==> config.mk <==
export PLATFORM = sky130hd
export DESIGN_NAME = gradient_accumulator_flat
export DESIGN_NICKNAME = d
export VERILOG_FILES = /design/src/rtl/gradient_accumulator_if.sv /design/src/rtl/gradient_accumulator.sv /design/src/flat_wrapper.sv
export SDC_FILE = /design/constraint.sdc
export NUM_CORES = 1
export LEC_CHECK = 0
export CORE_MARGIN = 2
export CORE_UTILIZATION = 40
export DETAILED_ROUTE_END_ITERATION = 10
export GPL_TIMING_DRIVEN = 0
export PLACE_DENSITY = 0.63
export SYNTH_ARGS = -nofsm -noshare
export SYNTH_HDL_FRONTEND = slang
export SYNTH_SLANG_ARGS = --single-unit
==> constraint.sdc <==
create_clock -name clk -period 5.4 [get_ports clk]
set_input_delay 0.54 -clock clk [delete_from_list [all_inputs] [get_ports clk]]
set_output_delay 0.54 -clock clk [all_outputs]
set_load 0.05 [all_outputs]
==> src/rtl/gradient_accumulator_if.sv <==
// Gradient stream into the accumulator and averaged-gradient stream out of it.
interface gradient_accumulator_if #(
  parameter int DATA_W = 16,
  parameter int IW     = 2
);
  logic              grad_valid_in;
  logic [DATA_W-1:0] grad_in;
  logic              clear_in;
  logic              grad_ready_out;
  logic [DATA_W-1:0] grad_out;
  logic [IW-1:0]     grad_index_out;
  logic              grad_descent_start_out;
  logic              batch_done_out;

  modport master (
    output grad_valid_in, grad_in, clear_in,
    input  grad_ready_out, grad_out, grad_index_out, grad_descent_start_out, batch_done_out
  );
  modport slave (
    input  grad_valid_in, grad_in, clear_in,
    output grad_ready_out, grad_out, grad_index_out, grad_descent_start_out, batch_done_out
  );
endinterface

==> src/rtl/gradient_accumulator.sv <==
// Sums Q8.8 gradients per weight over 2^BATCH_LOG2 samples, then drains the
// shifted averages one per cycle toward the gradient descent stage.
module grad_acc_cell #(
  parameter int DATA_W = 16,
  parameter int AW     = 18
) (
  input  logic              clk,
  input  logic              rst,
  input  logic              add_en,
  input  logic              clr,
  input  logic [DATA_W-1:0] grad,
  output logic [AW-1:0]     acc
);
  logic signed [DATA_W-1:0] g;
  logic signed [AW-1:0]     g_ext, acc_s;
  assign g     = grad;
  assign g_ext = g;
  assign acc_s = acc;

  always_ff @(posedge clk or posedge rst)
    if (rst)         acc <= '0;
    else if (clr)    acc <= '0;
    else if (add_en) acc <= acc_s + g_ext;
endmodule

module gradient_accumulator #(
  parameter int DEPTH      = 4,
  parameter int BATCH_LOG2 = 2,
  parameter int DATA_W     = 16,
  localparam int IW = (DEPTH > 1) ? $clog2(DEPTH) : 1,
  localparam int SW = (BATCH_LOG2 > 0) ? BATCH_LOG2 : 1,
  localparam int AW = DATA_W + BATCH_LOG2,
  localparam int B  = 1 << BATCH_LOG2
) (
  input logic clk,
  input logic rst,
  gradient_accumulator_if.slave bus
);
  typedef enum logic {ACCUM, DRAIN} state_t;
  state_t state_q, state_d;

  logic [IW-1:0]             elem_idx, drain_idx, idx_q;
  logic [SW-1:0]             sample_cnt;
  logic [DEPTH-1:0][AW-1:0]  acc;
  logic [DEPTH-1:0]          add_en, clr;
  logic                      accept, clr_all, drain_en;
  logic                      elem_last, samp_last, drain_last;
  logic signed [AW-1:0]      sel;
  logic [DATA_W-1:0]         grad_q;
  logic                      start_q, done_q;

  assign elem_last  = (elem_idx == IW'(DEPTH-1));
  assign samp_last  = (sample_cnt == SW'(B-1));
  assign drain_last = (drain_idx == IW'(DEPTH-1));

  always_ff @(posedge clk or posedge rst)
    if (rst) state_q <= ACCUM;
    else     state_q <= state_d;

  always_comb begin
    state_d  = state_q;
    accept   = 1'b0;
    clr_all  = 1'b0;
    drain_en = 1'b0;
    case (state_q)
      ACCUM: begin
        // clear wins over a same-cycle valid element
        if (bus.clear_in) clr_all = 1'b1;
        else if (bus.grad_valid_in) begin
          accept = 1'b1;
          if (elem_last && samp_last) state_d = DRAIN;
        end
      end
      DRAIN: begin
        drain_en = 1'b1;
        if (drain_last) state_d = ACCUM;
      end
      default: state_d = ACCUM;
    endcase
  end

  genvar i;
  generate
    for (i = 0; i < DEPTH; i++) begin : g_cell
      assign add_en[i] = accept && (elem_idx == IW'(i));
      assign clr[i]    = clr_all || (drain_en && (drain_idx == IW'(i)));
      grad_acc_cell #(.DATA_W(DATA_W), .AW(AW)) u_cell (
        .clk(clk), .rst(rst), .add_en(add_en[i]), .clr(clr[i]),
        .grad(bus.grad_in), .acc(acc[i])
      );
    end
  endgenerate

  always_ff @(posedge clk or posedge rst)
    if (rst) begin
      elem_idx   <= '0;
      sample_cnt <= '0;
      drain_idx  <= '0;
    end else if (clr_all) begin
      elem_idx   <= '0;
      sample_cnt <= '0;
    end else if (accept) begin
      if (elem_last) begin
        elem_idx   <= '0;
        sample_cnt <= samp_last ? '0 : sample_cnt + SW'(1);
        if (samp_last) drain_idx <= '0;
      end else
        elem_idx <= elem_idx + IW'(1);
    end else if (drain_en)
      drain_idx <= drain_last ? '0 : drain_idx + IW'(1);

  // floor average: arithmetic shift of the widened sum always fits DATA_W
  assign sel = acc[drain_idx];

  always_ff @(posedge clk or posedge rst)
    if (rst) begin
      grad_q  <= '0;
      idx_q   <= '0;
      start_q <= 1'b0;
      done_q  <= 1'b0;
    end else begin
      start_q <= drain_en;
      done_q  <= drain_en && drain_last;
      if (drain_en) begin
        grad_q <= DATA_W'(sel >>> BATCH_LOG2);
        idx_q  <= drain_idx;
      end
    end

  assign bus.grad_ready_out         = (state_q == ACCUM);
  assign bus.grad_out               = grad_q;
  assign bus.grad_index_out         = idx_q;
  assign bus.grad_descent_start_out = start_q;
  assign bus.batch_done_out         = done_q;
endmodule
==> src/flat_wrapper.sv <==
// flat-port wrapper written by rule: the top's interface ports become plain ports
module gradient_accumulator_flat 
#(
  parameter int DEPTH      = 4,
  parameter int BATCH_LOG2 = 2,
  parameter int DATA_W     = 16,
  localparam int IW = (DEPTH > 1) ? $clog2(DEPTH) : 1,
  localparam int SW = (BATCH_LOG2 > 0) ? BATCH_LOG2 : 1,
  localparam int AW = DATA_W + BATCH_LOG2,
  localparam int B  = 1 << BATCH_LOG2
)
  (clk, rst, bus_grad_valid_in, bus_grad_in, bus_clear_in, bus_grad_ready_out, bus_grad_out, bus_grad_index_out, bus_grad_descent_start_out, bus_batch_done_out);
  gradient_accumulator_if #(.DATA_W(DATA_W)) bus_i ();
  input logic clk;
  input logic rst;
  input wire logic [$bits(bus_i.grad_valid_in)-1:0] bus_grad_valid_in;
  input wire logic [$bits(bus_i.grad_in)-1:0] bus_grad_in;
  input wire logic [$bits(bus_i.clear_in)-1:0] bus_clear_in;
  output wire logic [$bits(bus_i.grad_ready_out)-1:0] bus_grad_ready_out;
  output wire logic [$bits(bus_i.grad_out)-1:0] bus_grad_out;
  output wire logic [$bits(bus_i.grad_index_out)-1:0] bus_grad_index_out;
  output wire logic [$bits(bus_i.grad_descent_start_out)-1:0] bus_grad_descent_start_out;
  output wire logic [$bits(bus_i.batch_done_out)-1:0] bus_batch_done_out;
  assign bus_i.grad_valid_in = bus_grad_valid_in;
  assign bus_i.grad_in = bus_grad_in;
  assign bus_i.clear_in = bus_clear_in;
  assign bus_grad_ready_out = bus_i.grad_ready_out;
  assign bus_grad_out = bus_i.grad_out;
  assign bus_grad_index_out = bus_i.grad_index_out;
  assign bus_grad_descent_start_out = bus_i.grad_descent_start_out;
  assign bus_batch_done_out = bus_i.batch_done_out;
  gradient_accumulator #(.DEPTH(DEPTH), .BATCH_LOG2(BATCH_LOG2), .DATA_W(DATA_W)) u_core (.clk(clk), .rst(rst), .bus(bus_i));
endmodule
### After elaboration in Yosys (flattened, before gate mapping)

Index checks and enable logic that the tools add are counted.

* bits in registers: 99
* word-level logic and storage cells: 88

* mux-type cells: 33
* $add $sub $neg: 7
* equal/unequal tests: 9
* $lt $le $gt $ge: 1
* bitwise operators: 2
* reductions and logical operators: 24

Operators by type and width (number)
* 2-to-1 mux 18 bit: 9
* adder 18 x 16 -> 18 bit: 4
* binary-select mux 18 bit (select 2 bit): 1
* 2-to-1 mux 2 bit: 12
* nonzero test 2 bit: 7
* equality test 2 bit (second input constant): 5
* 2-to-1 mux 1 bit: 10
* logical AND 1 bit: 9
* adder 2 x 1 -> 2 bit (second input constant): 3
* equality test 2 x 1 -> 1 bit (second input constant): 2
* logical NOT 2 bit: 2
* logical OR 1 bit: 4
* != test 2 bit (second input constant): 2
* AND reduction 4 bit: 1
* < comparator 2 x 3 -> 1 bit (second input constant): 1
* inverter 1 bit: 2
* case mux 1 bit (2 select lines): 1
* AND reduction 2 bit: 1

### Depth between registers and ports, before layout

Gate-level depths: netlist of run 1.

* depth in word-level cells: 6
* mapped depth: 11

### By module

From an unflattened synthesis of run 1, not the netlist that was laid out.

* cells, all modules: 934
* area, all modules: 8411.8 um^2

Modules (own cells, without submodules)
* grad_acc_cell (u_core.g_cell[1].u_cell ...): instances 2, area each 1695.4 um^2, cells each 196
* grad_acc_cell (u_core.g_cell[3].u_cell): instances 1, area each 1725.4 um^2, cells each 194
* gradient_accumulator: instances 1, area each 1715.4 um^2, cells each 163
* grad_acc_cell (u_core.g_cell[0].u_cell): instances 1, area each 1580.3 um^2, cells each 185

### Least setup slack after synthesis of run 1

No wires, ideal clock.

* path kind: input -> register
* from: input bus_grad_in[0]
* to: register u_core.g_cell[2].u_cell.acc[14]
* arrival time: 2879 ps
* library setup time: 122 ps
* stages on the path: 10
* buffers on the path: 0
* data required time: 5278 ps
* slack: 2400 ps
* path through: ha_1 -> fa_1 -> a21o_1 -> a21o_1 -> a2111oi_4 -> or3_2 -> a21boi_2 -> o211a_1 -> or3_1 -> a32o_1

* cells in the longest elaborated chain, start to end: 3

Ends and longest elaborated chain
* start, declared: line flat_wrapper.sv:17 `input wire logic [$bits(bus_i.grad_in)-1:0] bus_grad_in;`
* adder 18 x 16 -> 18 bit: line gradient_accumulator.sv:23 `else if (add_en) acc <= acc_s + g_ext;`
* 2-to-1 mux 18 bit: line gradient_accumulator.sv:23
* 2-to-1 mux 18 bit: line gradient_accumulator.sv:22 `else if (clr) acc <= '0;`
* end signal, assigned: line gradient_accumulator.sv:23
* end, declared: line gradient_accumulator.sv:12 `output logic [AW-1:0] acc`

Every way passes these cells. The select of a mux whose other input is x is not followed.
A chain may end at the register's enable or synchronous reset.

### Final worst setup path of run 1

* from: register u_core.drain_idx[1]
* to: register u_core.g_cell[1].u_cell.acc[11]

* cells in the longest elaborated chain, start to end: 4
* elaborated cells between the ends (all ways): 5
* classes of those cells: eq/ne (1); mux (1); reduce/logical (3)

Ends and longest elaborated chain
* start, declared: line gradient_accumulator.sv:42 `logic [IW-1:0] elem_idx, drain_idx, idx_q;`
* start signal, assigned: line gradient_accumulator.sv:110 `drain_idx <= drain_last ? '0 : drain_idx + IW'(1);`
* equality test 2 x 1 -> 1 bit (*): line gradient_accumulator.sv:86 `assign clr[i] = clr_all || (drain_en && (drain_idx == IW'(i)));`
* logical AND 1 bit (*): line gradient_accumulator.sv:86
* logical OR 1 bit (*): line gradient_accumulator.sv:86
* 2-to-1 mux 18 bit or nonzero test 2 bit (tied branches)
* end signal, assigned: line gradient_accumulator.sv:23
* end, declared: line gradient_accumulator.sv:12

Every way passes the cells marked *; elsewhere a longest branch is shown, timed or not.

==> metrics, run 1 <==
Final Total Pwr 1.83 mW; Synth cell types 62; endpoints failing setup 0; crit path launch type flop; status finished, final reports clean; Worst setup EP type flop; Routed WL 19500 um; proportion of synthesized chip area in sequential cells 0.339; largest net degree at the start of global routing 58; Post-Syn Area 7300 um^2; FF-to-FF Start u_core.drain_idx[1]; Max-slew headroom 0.253; top fanout value on the critical path 10; Final Max Slew Viols 0; Multi-input gate area 4630 um^2; Worst path slowest cell a211oi_2; HP Start u_core.state_q; commonest register cell after synthesis dfrtp_1; CTS sink count 99; RSZ-0062 raised after global routing no; worst-path cell chain clkbuf_1 > clkbuf_1 > inv_1 > ha_1 > a211oi_2 > clkbuf_1 > nand2_1 > o21ai_0; final core occ 0.461; Post-CTS Resized 0; Layout Area Growth over Synthesis 13.4%; Post-Syn Area per Cell 9.61 um^2; Critical path origin u_core.drain_idx[1]; # fillers 1734; Post-CTS Setup Inserts 0; VDD IR max 0.162 mV; crit path time final 3710 ps; DRC viols 0; port bufs 40; design area 8280 um^2; EDFF count, synth 0; row count 49; critical path class flop to flop; Clock Pin Slew Worst Setup and Hold Paths 70 ps; dpl ws 1540 ps; vias in the first global route 5749; final setup TNS 0 ps; Final Hold Fails 0; Clock Path Buffers 2; Worst Path Required 5670 ps; family with the most delay on the worst path buffers and inverters; CTS Root Cell clkbuf_16; Critical Path AT 3980 ps; gp weighted congestion 0.876; maximum clock frequency 270 MHz; maxcap violations 0; Core Area 18000 um^2; Worst-Margin Slew 1120 ps; IO Count 41; WP buf/inv 4; slowest stage delay, CP 940 ps; antenna cells 0; H-tree depth 3; Synthesized Nets 861; post-synthesis register bit count 99; Post-Syn Instances 760; Synth async-reset ratio 1.00; final antenna-violating net count 0; period utilization 0.687; Routed wire per std cell 18.6 um; crit-path most repeated cell clkbuf_1; Via density 5.69; die width 139 um; Reg area 2480 um^2; worst skew pair latency 360 ps; Layout Nets 913; iteration-0 DRC count of the detailed router 390; leak pwr 3.95 nW; Die ar. 19400 um^2; all-layer global routing usage 0.207; CTS tree yes; share of layout cells above drive strength 1 0.0907; first-pass GRT wire length 31600 um; initial antenna violation count 0; hold_buf cts 0; Via Count 5947; drt pass-1 iters 5; type of the most critical hold path flop to flop; total gr overflow 0; hpwl dp 14600 um; DP Area 8020 um^2; skew final 10.2 ps; post-route setup slack 1690 ps; Starting Density 0.407; Power Density 222 nW/um^2; CTS Buf Count 9; height of the chip 139 um; Ys Warns 0
[cell type report]
type | count | area share
multi-input combinational | 610 | 0.559
sequential | 99 | 0.299
timing repair buffer | 41 | 0.0517
tap | 229 | 0.0346
clock buffer | 10 | 0.0277
inverter | 29 | 0.0134
buffer | 22 | 0.0107
clock inverter | 5 | 0.00378
[flip-flops by register name, summed over array words and instances (netlist names)]
register,cells
u_core.state_q,1
u_core.drain_idx,2
u_core.g_cell.u_cell.acc,72
u_core.bus.batch_done_out,1
u_core.bus.grad_index_out,2
u_core.sample_cnt,2
u_core.bus.grad_descent_start_out,1
u_core.elem_idx,2
u_core.bus.grad_out,16
[metal layers]
layer  part of all wire  up-vias  global-route usage
met5                  0        -                   0
met4              0.022        0              0.0675
met3              0.040       30              0.0273
met2               0.44      124               0.320
met1               0.50     2891               0.301
li1                   -     2902                   -
[synthesized netlist by cell type (4+ instances only)]
cell       n  area (um^2)
dfrtp_1   99         2480
nand2_1   83          312
o21ai_0   81          405
ha_1      77          963
a21oi_1   41          205
nor2_1    35          131
inv_1     29          109
xor2_1    29          254
a21o_1    25          188
xnor2_1   23          201
mux2_2    19          214
and3_1    16          100
clkbuf_1  16         60.1
mux4_2    16          360
nand3_1   16         80.1
nor3_1    14         70.1
a22o_1    12          105
a211oi_1   7         52.6
a31oi_1    7         43.8
a32o_1     7         70.1
and2_1     7         43.8
nand2b_1   7         43.8
o21a_1     7         52.6
o31ai_1    7         52.6
o21bai_1   6         45.0
buf_2      5         25.0
nor2b_1    5         31.3
or3_1      5         31.3
a211o_1    4         35.0
fa_1       4         80.1
nand3b_1   4         30.0
[path summary, 6_finish.rpt]
path | cells after the start | end | slack, ps
setup / recovery | 8 | u_core.g_cell[1].u_cell.acc[11] | 1690
hold / removal | 0 | u_core.bus.grad_descent_start_out | 380
setup reg to reg | 8 | u_core.g_cell[1].u_cell.acc[11] | 1690
hold reg to reg | 0 | u_core.bus.grad_descent_start_out | 380
max in group asynchronous | 3 | u_core.g_cell[2].u_cell.acc[15] | 4030
min in group asynchronous | 2 | u_core.g_cell[0].u_cell.acc[17] | 680
[worst reg2reg max path, cell delays in order, from the launching register on]
cell	delay (ps)
dfrtp_1	380
clkbuf_1	530
clkbuf_1	680
inv_1	150
ha_1	240
a211oi_2	940
clkbuf_1	510
nand2_1	110
o21ai_0	90
[placed cells by master (no fill, tap or decap), types with 9 or more instances in the layout]
master / instances
a22o_1: 12
clkbuf_1: 17
a21oi_1: 41
o21ai_0: 81
inv_1: 28
dfrtp_1: 99
clkbuf_16: 9
a21o_1: 25
xor2_1: 29
mux4_2: 16
xnor2_1: 23
nand3_1: 16
clkdlybuf4s50_1: 40
nor3_1: 14
mux2_2: 19
nand2_1: 83
ha_1: 77
and3_1: 16
nor2_1: 35
[cells by family (layout without fill, tap and decap cells)]
logic type	Yosys count	after routing	share of synthesized area
compound gates	233	233	0.212
xor+xnor	52	52	0.0624
fa+ha+maj	81	81	0.143
buf+inv	51	107	0.0271
flops	99	99	0.339
mux	36	36	0.0800
simple gates	208	208	0.136
[power by group]
group | leakage, nW | total [mW] | switching [mW] | internal [mW]
clock network | 0.128 | 0.608 | 0.299 | 0.309
logic | 2.46 | 0.421 | 0.241 | 0.180
registers | 1.36 | 0.805 | 0.0303 | 0.774
total | 3.95 | 1.83 | 0.571 | 1.26
[stage by stage]
step	hold slack (ps)	instances
floorplan	349	760
global placement	355	1029
detailed placement	360	1030
CTS	377	1045
global route	400	1045
finish	378	1045
Note: power is estimated with default switching activity, not from simulation.
==> run 2, diff against run 1 <==
==> constraint.sdc (replaced) <==
create_clock -name clk -period 3.6 [get_ports clk]
set_input_delay 0.36 -clock clk [delete_from_list [all_inputs] [get_ports clk]]
set_output_delay 0.36 -clock clk [all_outputs]
set_load 0.05 [all_outputs]
==> run 2 against run 1 <==
Sequential power is 50% higher. Global-route usage hardly changed. Cell count stayed put. Critical path depth is 3 higher. Non-clock buffer count stayed put. Critical endpoint is now u_core.g_cell[1].u_cell.acc[16]. Clock power is 51% higher. Largest power group unchanged. Largest cell class unchanged. First-iteration DRC count is 6.9% higher. Clock skew is 2.2 ps higher. Hold slack hardly changed.
==> metrics, run 2 (synthesized netlist as in run 1, its figures left out) <==
max layer used met4 (unchanged); vias in the first global route 5761 (was 5749); Layout Area Growth over Synthesis 13.6% (was 13.4%); first-pass GRT wire length 31600 um (about the same); CTS tree yes (unchanged); CTS Root Cell clkbuf_16 (unchanged); crit path launch type input pin (was flop); status finished, final reports clean (unchanged); crit-path most repeated cell a31oi_1 (was clkbuf_1); Worst-Margin Slew 982 ps (was 1120 ps); commonest cells after routing, fill and taps aside dfrtp_1 (99), nand2_1 (83), o21ai_0 (81) (unchanged); Hold Crit Depth 0 (unchanged); Largest Register u_core.g_cell.u_cell.acc (unchanged); maxcap violations 0 (unchanged); Critical Path AT 3570 ps (was 3980 ps); maximum clock frequency 300 MHz; # fillers 1728 (was 1734); Worst Path Required 3830 ps (was 5670 ps); Post-CTS Setup Inserts 0 (unchanged); skew final 12.5 ps (was 10.2 ps); final antenna-violating net count 0 (unchanged); hold endpoint u_core.bus.grad_descent_start_out (unchanged); Max-slew headroom 0.344 (was 0.253); IO Count 41 (unchanged); Clock Pin Slew Worst Setup and Hold Paths 70 ps (about the same); type of the most critical hold path flop to flop (unchanged); Core Area 18000 um^2 (unchanged); critical path class input pin to flop (was flop to flop); max FFs per register 72 (unchanged); dpl ws -81.3 ps (was 1540 ps); endpoints failing setup 0 (unchanged); hold_buf cts 0 (unchanged); Routed met2 length 8470 um (was 8550 um); Worst R2R Setup Slack 440 ps (was 1690 ps); WP buf/inv 1 (was 4); Via Count 5896 (was 5947); antenna cells 0 (unchanged); initial antenna violation count 0 (unchanged); CTS sink count 99 (unchanged); Via density 5.64 (was 5.69); CTS Buf Count 9 (unchanged); worst r2r dst u_core.g_cell[1].u_cell.acc[16] (was u_core.g_cell[1].u_cell.acc[11]); Power Density 332 nW/um^2 (was 222 nW/um^2); worst skew pair latency 360 ps (about the same); Clock Path Buffers 2 (unchanged); hpwl dp 14600 um (unchanged); all-layer global routing usage 0.207 (about the same); leak pwr 3.95 nW (about the same); port bufs 40 (unchanged); Post-CTS Resized 1 (was 0); commonest non-fill, non-tap cell in the layout dfrtp_1 (unchanged); H-tree depth 3 (unchanged); Final Hold Fails 0 (unchanged); HP Start u_core.state_q (unchanged); Routed wire per std cell 18.5 um (was 18.6 um); final core occ 0.462 (was 0.461); DRC viols 0 (unchanged); family with the most delay on the worst path compound AO/OA/AOI/OAI gates (was buffers and inverters); slowest stage delay, CP 500 ps (was 940 ps); largest net degree at the start of global routing 58 (unchanged); total gr overflow 0 (unchanged); Die ar. 19400 um^2 (unchanged); post-route setup slack 261 ps (was 1690 ps); RSZ-0062 raised after global routing no (unchanged); met3 wire length 624 um (was 785 um); period utilization 0.927; row count 49 (unchanged); Layout Nets 913 (unchanged); Routed WL 19400 um (was 19500 um); VDD IR max 0.240 mV (was 0.162 mV); routed length on met1 9830 um (was 9720 um); Worst setup EP type flop (unchanged); gp weighted congestion 0.876 (unchanged); Final Max Slew Viols 0 (unchanged); top fanout value on the critical path 4 (was 10); drt pass-1 iters 4 (was 5); crit path time final 3340 ps; die width 139 um (unchanged); height of the chip 139 um (unchanged); final setup TNS 0 ps (unchanged); Worst path slowest cell clkdlybuf4s50_1 (was a211oi_2); Starting Density 0.407 (unchanged); worst-path cell chain clkdlybuf4s50_1 > ha_1 > fa_1 > a21o_1 > a21oi_1 > o211ai_1 > a31oi_1 > nand3_1 > a31oi_1 > xnor2_1 > o21ai_0 (was clkbuf_1 > clkbuf_1 > inv_1 > ha_1 > a211oi_2 > clkbuf_1 > nand2_1 > o21ai_0); iteration-0 DRC count of the detailed router 417 (was 390); R2R depth 10 (was 8); share of layout cells above drive strength 1 0.0919 (was 0.0907); FF-to-FF Start u_core.g_cell[1].u_cell.acc[0] (was u_core.drain_idx[1])
## run 2: cell count changes in the layout (fill, tap and decap cells not counted)
cell      change
a211oi_2      -2
a211oi_4      +2
clkbuf_1      -1
clkbuf_2      +1
## run 2: per-layer routing
| layer | up-vias | GRT usage |
|---|---|---|
| li1 | 2895 | - |
| met1 | 2871 | 0.301 |
| met2 | 101 | 0.321 |
| met5 | - | 0 |
| met4 | 0 | 0.0675 |
| met3 | 29 | 0.0273 |
## run 2: cell type report
class                   count  area (um^2)  share of cell area
clock inverters             5         31.3             0.00377
inverters                  29          111              0.0134
flip-flops and latches     99         2480               0.299
multi-input cells         610         4640               0.560
well taps                 229          287              0.0345
repair buffers             41          428              0.0516
plain buffers              22         90.1              0.0109
clock buffers              10          229              0.0276
## run 2: power by group
group	leakage, nW	switching, mW	internal (mW)
Sequential	1.36	0.0456	1.16
Combinational	2.46	0.362	0.271
Clock	0.128	0.453	0.464
Total	3.95	0.860	1.90
## run 2: per-stage QoR
| stage | instances | hold WS, ps | power (mW) | area [um^2] |
|---|---|---|---|---|
| after floorplan | 760 | 349 | 1.68 | 7300 |
| after global placement | 1029 | 355 | 1.84 | 7990 |
| after detailed placement | 1030 | 360 | 1.85 | 8020 |
| after CTS | 1045 | 377 | 2.77 | 8290 |
| after global routing | 1045 | 400 | 2.90 | 8300 |
| final | 1045 | 378 | 2.76 | 8300 |
## run 2: worst reg2reg max path: stages, from the launching register on
cell and delay [ps]:
dfrtp_1 390, ha_1 230, fa_1 450, a21o_1 190, a21oi_1 370, o211ai_1 240, a31oi_1 450, nand3_1 140
a31oi_1 340, xnor2_1 150, o21ai_0 80
## run 2: how the worst max path moves through the flow
stage | start | end | slack, ps | cells after the start
2_1_floorplan | rst | u_core.bus.batch_done_out | 650 | 1
3_3_place_gp | rst | u_core.g_cell[2].u_cell.acc[12] | -1180 | 2
3_5_place_dp | bus_grad_in[0] | u_core.g_cell[1].u_cell.acc[16] | -80 | 11
4_1_cts | u_core.drain_idx[1] | u_core.g_cell[0].u_cell.acc[3] | 80 | 8
5_1_grt | bus_grad_in[0] | u_core.g_cell[1].u_cell.acc[16] | 80 | 11
6_report | bus_grad_in[0] | u_core.g_cell[1].u_cell.acc[16] | 260 | 11
==> run 3, diff against run 2 <==
--- a/config.mk
+++ b/config.mk
@@ -9,7 +9,7 @@
 export CORE_UTILIZATION = 40
 export DETAILED_ROUTE_END_ITERATION = 10
 export GPL_TIMING_DRIVEN = 0
-export PLACE_DENSITY = 0.63
+export PLACE_DENSITY = 0.58
 export SYNTH_ARGS = -nofsm -noshare
 export SYNTH_HDL_FRONTEND = slang
 export SYNTH_SLANG_ARGS = --single-unit
==> run 3 against run 2 <==
Clock skew shrank 4.4 ps. First-iteration DRC count decreased by 4.3%. Fmax shrank 3.2%. Sequential share of layout area barely moved. Critical endpoint is now u_core.g_cell[1].u_cell.acc[12]. Largest cell class unchanged. Largest power group unchanged.
==> metrics, run 3 (synthesized netlist as in run 1, its figures left out) <==
status finished, final reports clean (unchanged); CTS tree yes (unchanged); Layout Area Growth over Synthesis 13.7% (was 13.6%); Via Count 6139 (was 5896); row count 49 (unchanged); initial antenna violation count 0 (unchanged); commonest non-fill, non-tap cell in the layout dfrtp_1 (unchanged); Critical Path AT 3720 ps (was 3570 ps); iteration-0 DRC count of the detailed router 399 (was 417); skew final 8.10 ps (was 12.5 ps); all-layer global routing usage 0.212 (was 0.207); maxcap violations 0 (unchanged); Final Total Pwr 2.79 mW (was 2.76 mW); Max-slew headroom 0.308 (was 0.344); Routed WL 20200 um (was 19400 um); antenna cells 0 (unchanged); # fillers 1689 (was 1728); placed insts 1030 (unchanged); worst skew pair latency 360 ps (about the same); Layout Nets 913 (unchanged); height of the chip 139 um (unchanged); hpwl dp 15500 um (was 14600 um); final hold slack 372 ps (was 378 ps); Core Area 18000 um^2 (unchanged); drt pass-1 iters 5 (was 4); crit path launch type flop (was input pin); port bufs 40 (unchanged); CTS sink count 99 (unchanged); Non-Filler Instances 1046 (was 1045); CTS Root Cell clkbuf_16 (unchanged); DP Area 8020 um^2 (unchanged); final core occ 0.462 (about the same); post-route setup slack 151 ps (was 261 ps); Worst Path Required 3870 ps (was 3830 ps); design area 8310 um^2 (was 8300 um^2); Worst setup EP type flop (unchanged); share of layout cells above drive strength 1 0.0930 (was 0.0919); maximum clock frequency 290 MHz (was 300 MHz); Clock Path Buffers 2 (unchanged); dpl ws -157 ps (was -81.3 ps); final antenna-violating net count 0 (unchanged); Clock Pin Slew Worst Setup and Hold Paths 70 ps (about the same); largest net degree at the start of global routing 68 (was 58); Starting Density 0.407 (unchanged); Via density 5.87 (was 5.64); IO Count 41 (unchanged); endpoints failing setup 0 (unchanged); Worst-Margin Slew 1040 ps (was 982 ps); final setup TNS 0 ps (unchanged); top fanout value on the critical path 10 (was 4); critical path class flop to flop (was input pin to flop); type of the most critical hold path input pin to async pin (was flop to flop); Die ar. 19400 um^2 (unchanged); hold_buf cts 0 (unchanged); Final Hold Fails 0 (unchanged); CTS Buf Count 9 (unchanged); Power Density 335 nW/um^2 (was 332 nW/um^2); leak pwr 3.96 nW (was 3.95 nW); RSZ-0062 raised after global routing no (unchanged); DRC viols 0 (unchanged); crit path time final 3450 ps (was 3340 ps); Final Max Slew Viols 0 (unchanged); vias in the first global route 5984 (was 5761); Post-CTS Setup Inserts 0 (unchanged); die width 139 um (unchanged); first-pass GRT wire length 32000 um (was 31600 um); period utilization 0.958 (was 0.927); max FFs per register 72 (unchanged); H-tree depth 3 (unchanged); Largest Register u_core.g_cell.u_cell.acc (unchanged); total gr overflow 0 (unchanged); commonest cells after routing, fill and taps aside dfrtp_1 (99), nand2_1 (83), o21ai_0 (81) (unchanged); VDD IR max 0.192 mV (was 0.240 mV); gp weighted congestion 0.937 (was 0.876); Routed wire per std cell 19.3 um (was 18.5 um)
[run 3: final cells by class]
class / count / area (um^2) / area share
repair buffers: 41 / 428 / 0.0515
inverters: 29 / 111 / 0.0134
multi-input cells: 610 / 4640 / 0.558
well taps: 229 / 287 / 0.0345
clock inverters: 6 / 40.0 / 0.00482
plain buffers: 22 / 88.8 / 0.0107
clock buffers: 10 / 239 / 0.0288
flip-flops and latches: 99 / 2480 / 0.298
[run 3: final timing paths]
| check | start | endpoint | slack (ps) | depth (start not counted) |
|---|---|---|---|---|
| max reg2reg | u_core.drain_idx[1] | u_core.g_cell[1].u_cell.acc[12] | 150 | 8 |
| max | u_core.drain_idx[1] | u_core.g_cell[1].u_cell.acc[12] | 150 | 8 |
| min | rst | u_core.g_cell[0].u_cell.acc[2] | 370 | 2 |
| min reg2reg | u_core.state_q | u_core.bus.grad_descent_start_out | 380 | 0 |
| min in group clk | u_core.state_q | u_core.bus.grad_descent_start_out | 380 | 0 |
| max in group asynchronous | rst | u_core.g_cell[3].u_cell.acc[17] | 2500 | 3 |
[run 3: routing by layer]
metal / share of wire / track usage / up-vias
met3: 0.046 / 0.0238 / 24
met5: 0 / 0 / -
met2: 0.47 / 0.347 / 138
met4: 0.021 / 0.0766 / 0
li1: - / - / 2898
met1: 0.47 / 0.292 / 3079
[run 3: critical path: stages (launching register included)]
cell	delay, ps
dfrtp_1	390
clkbuf_1	500
clkbuf_1	660
inv_1	150
ha_1	260
a211oi_4	760
clkbuf_1	440
nand2_1	100
o21ai_0	100
[run 3: what timing repair did]
action | CTS | global route
endpoints found under the hold margin | 0 | 0
resized for setup | 1 | 0
endpoints found under the setup margin | 10 | 0
[run 3: power breakdown]
| part | switching (mW) | internal (mW) | total [mW] |
|---|---|---|---|
| clock network | 0.455 | 0.488 | 0.944 |
| logic | 0.363 | 0.271 | 0.634 |
| registers | 0.0462 | 1.16 | 1.21 |
| total | 0.865 | 1.92 | 2.79 |
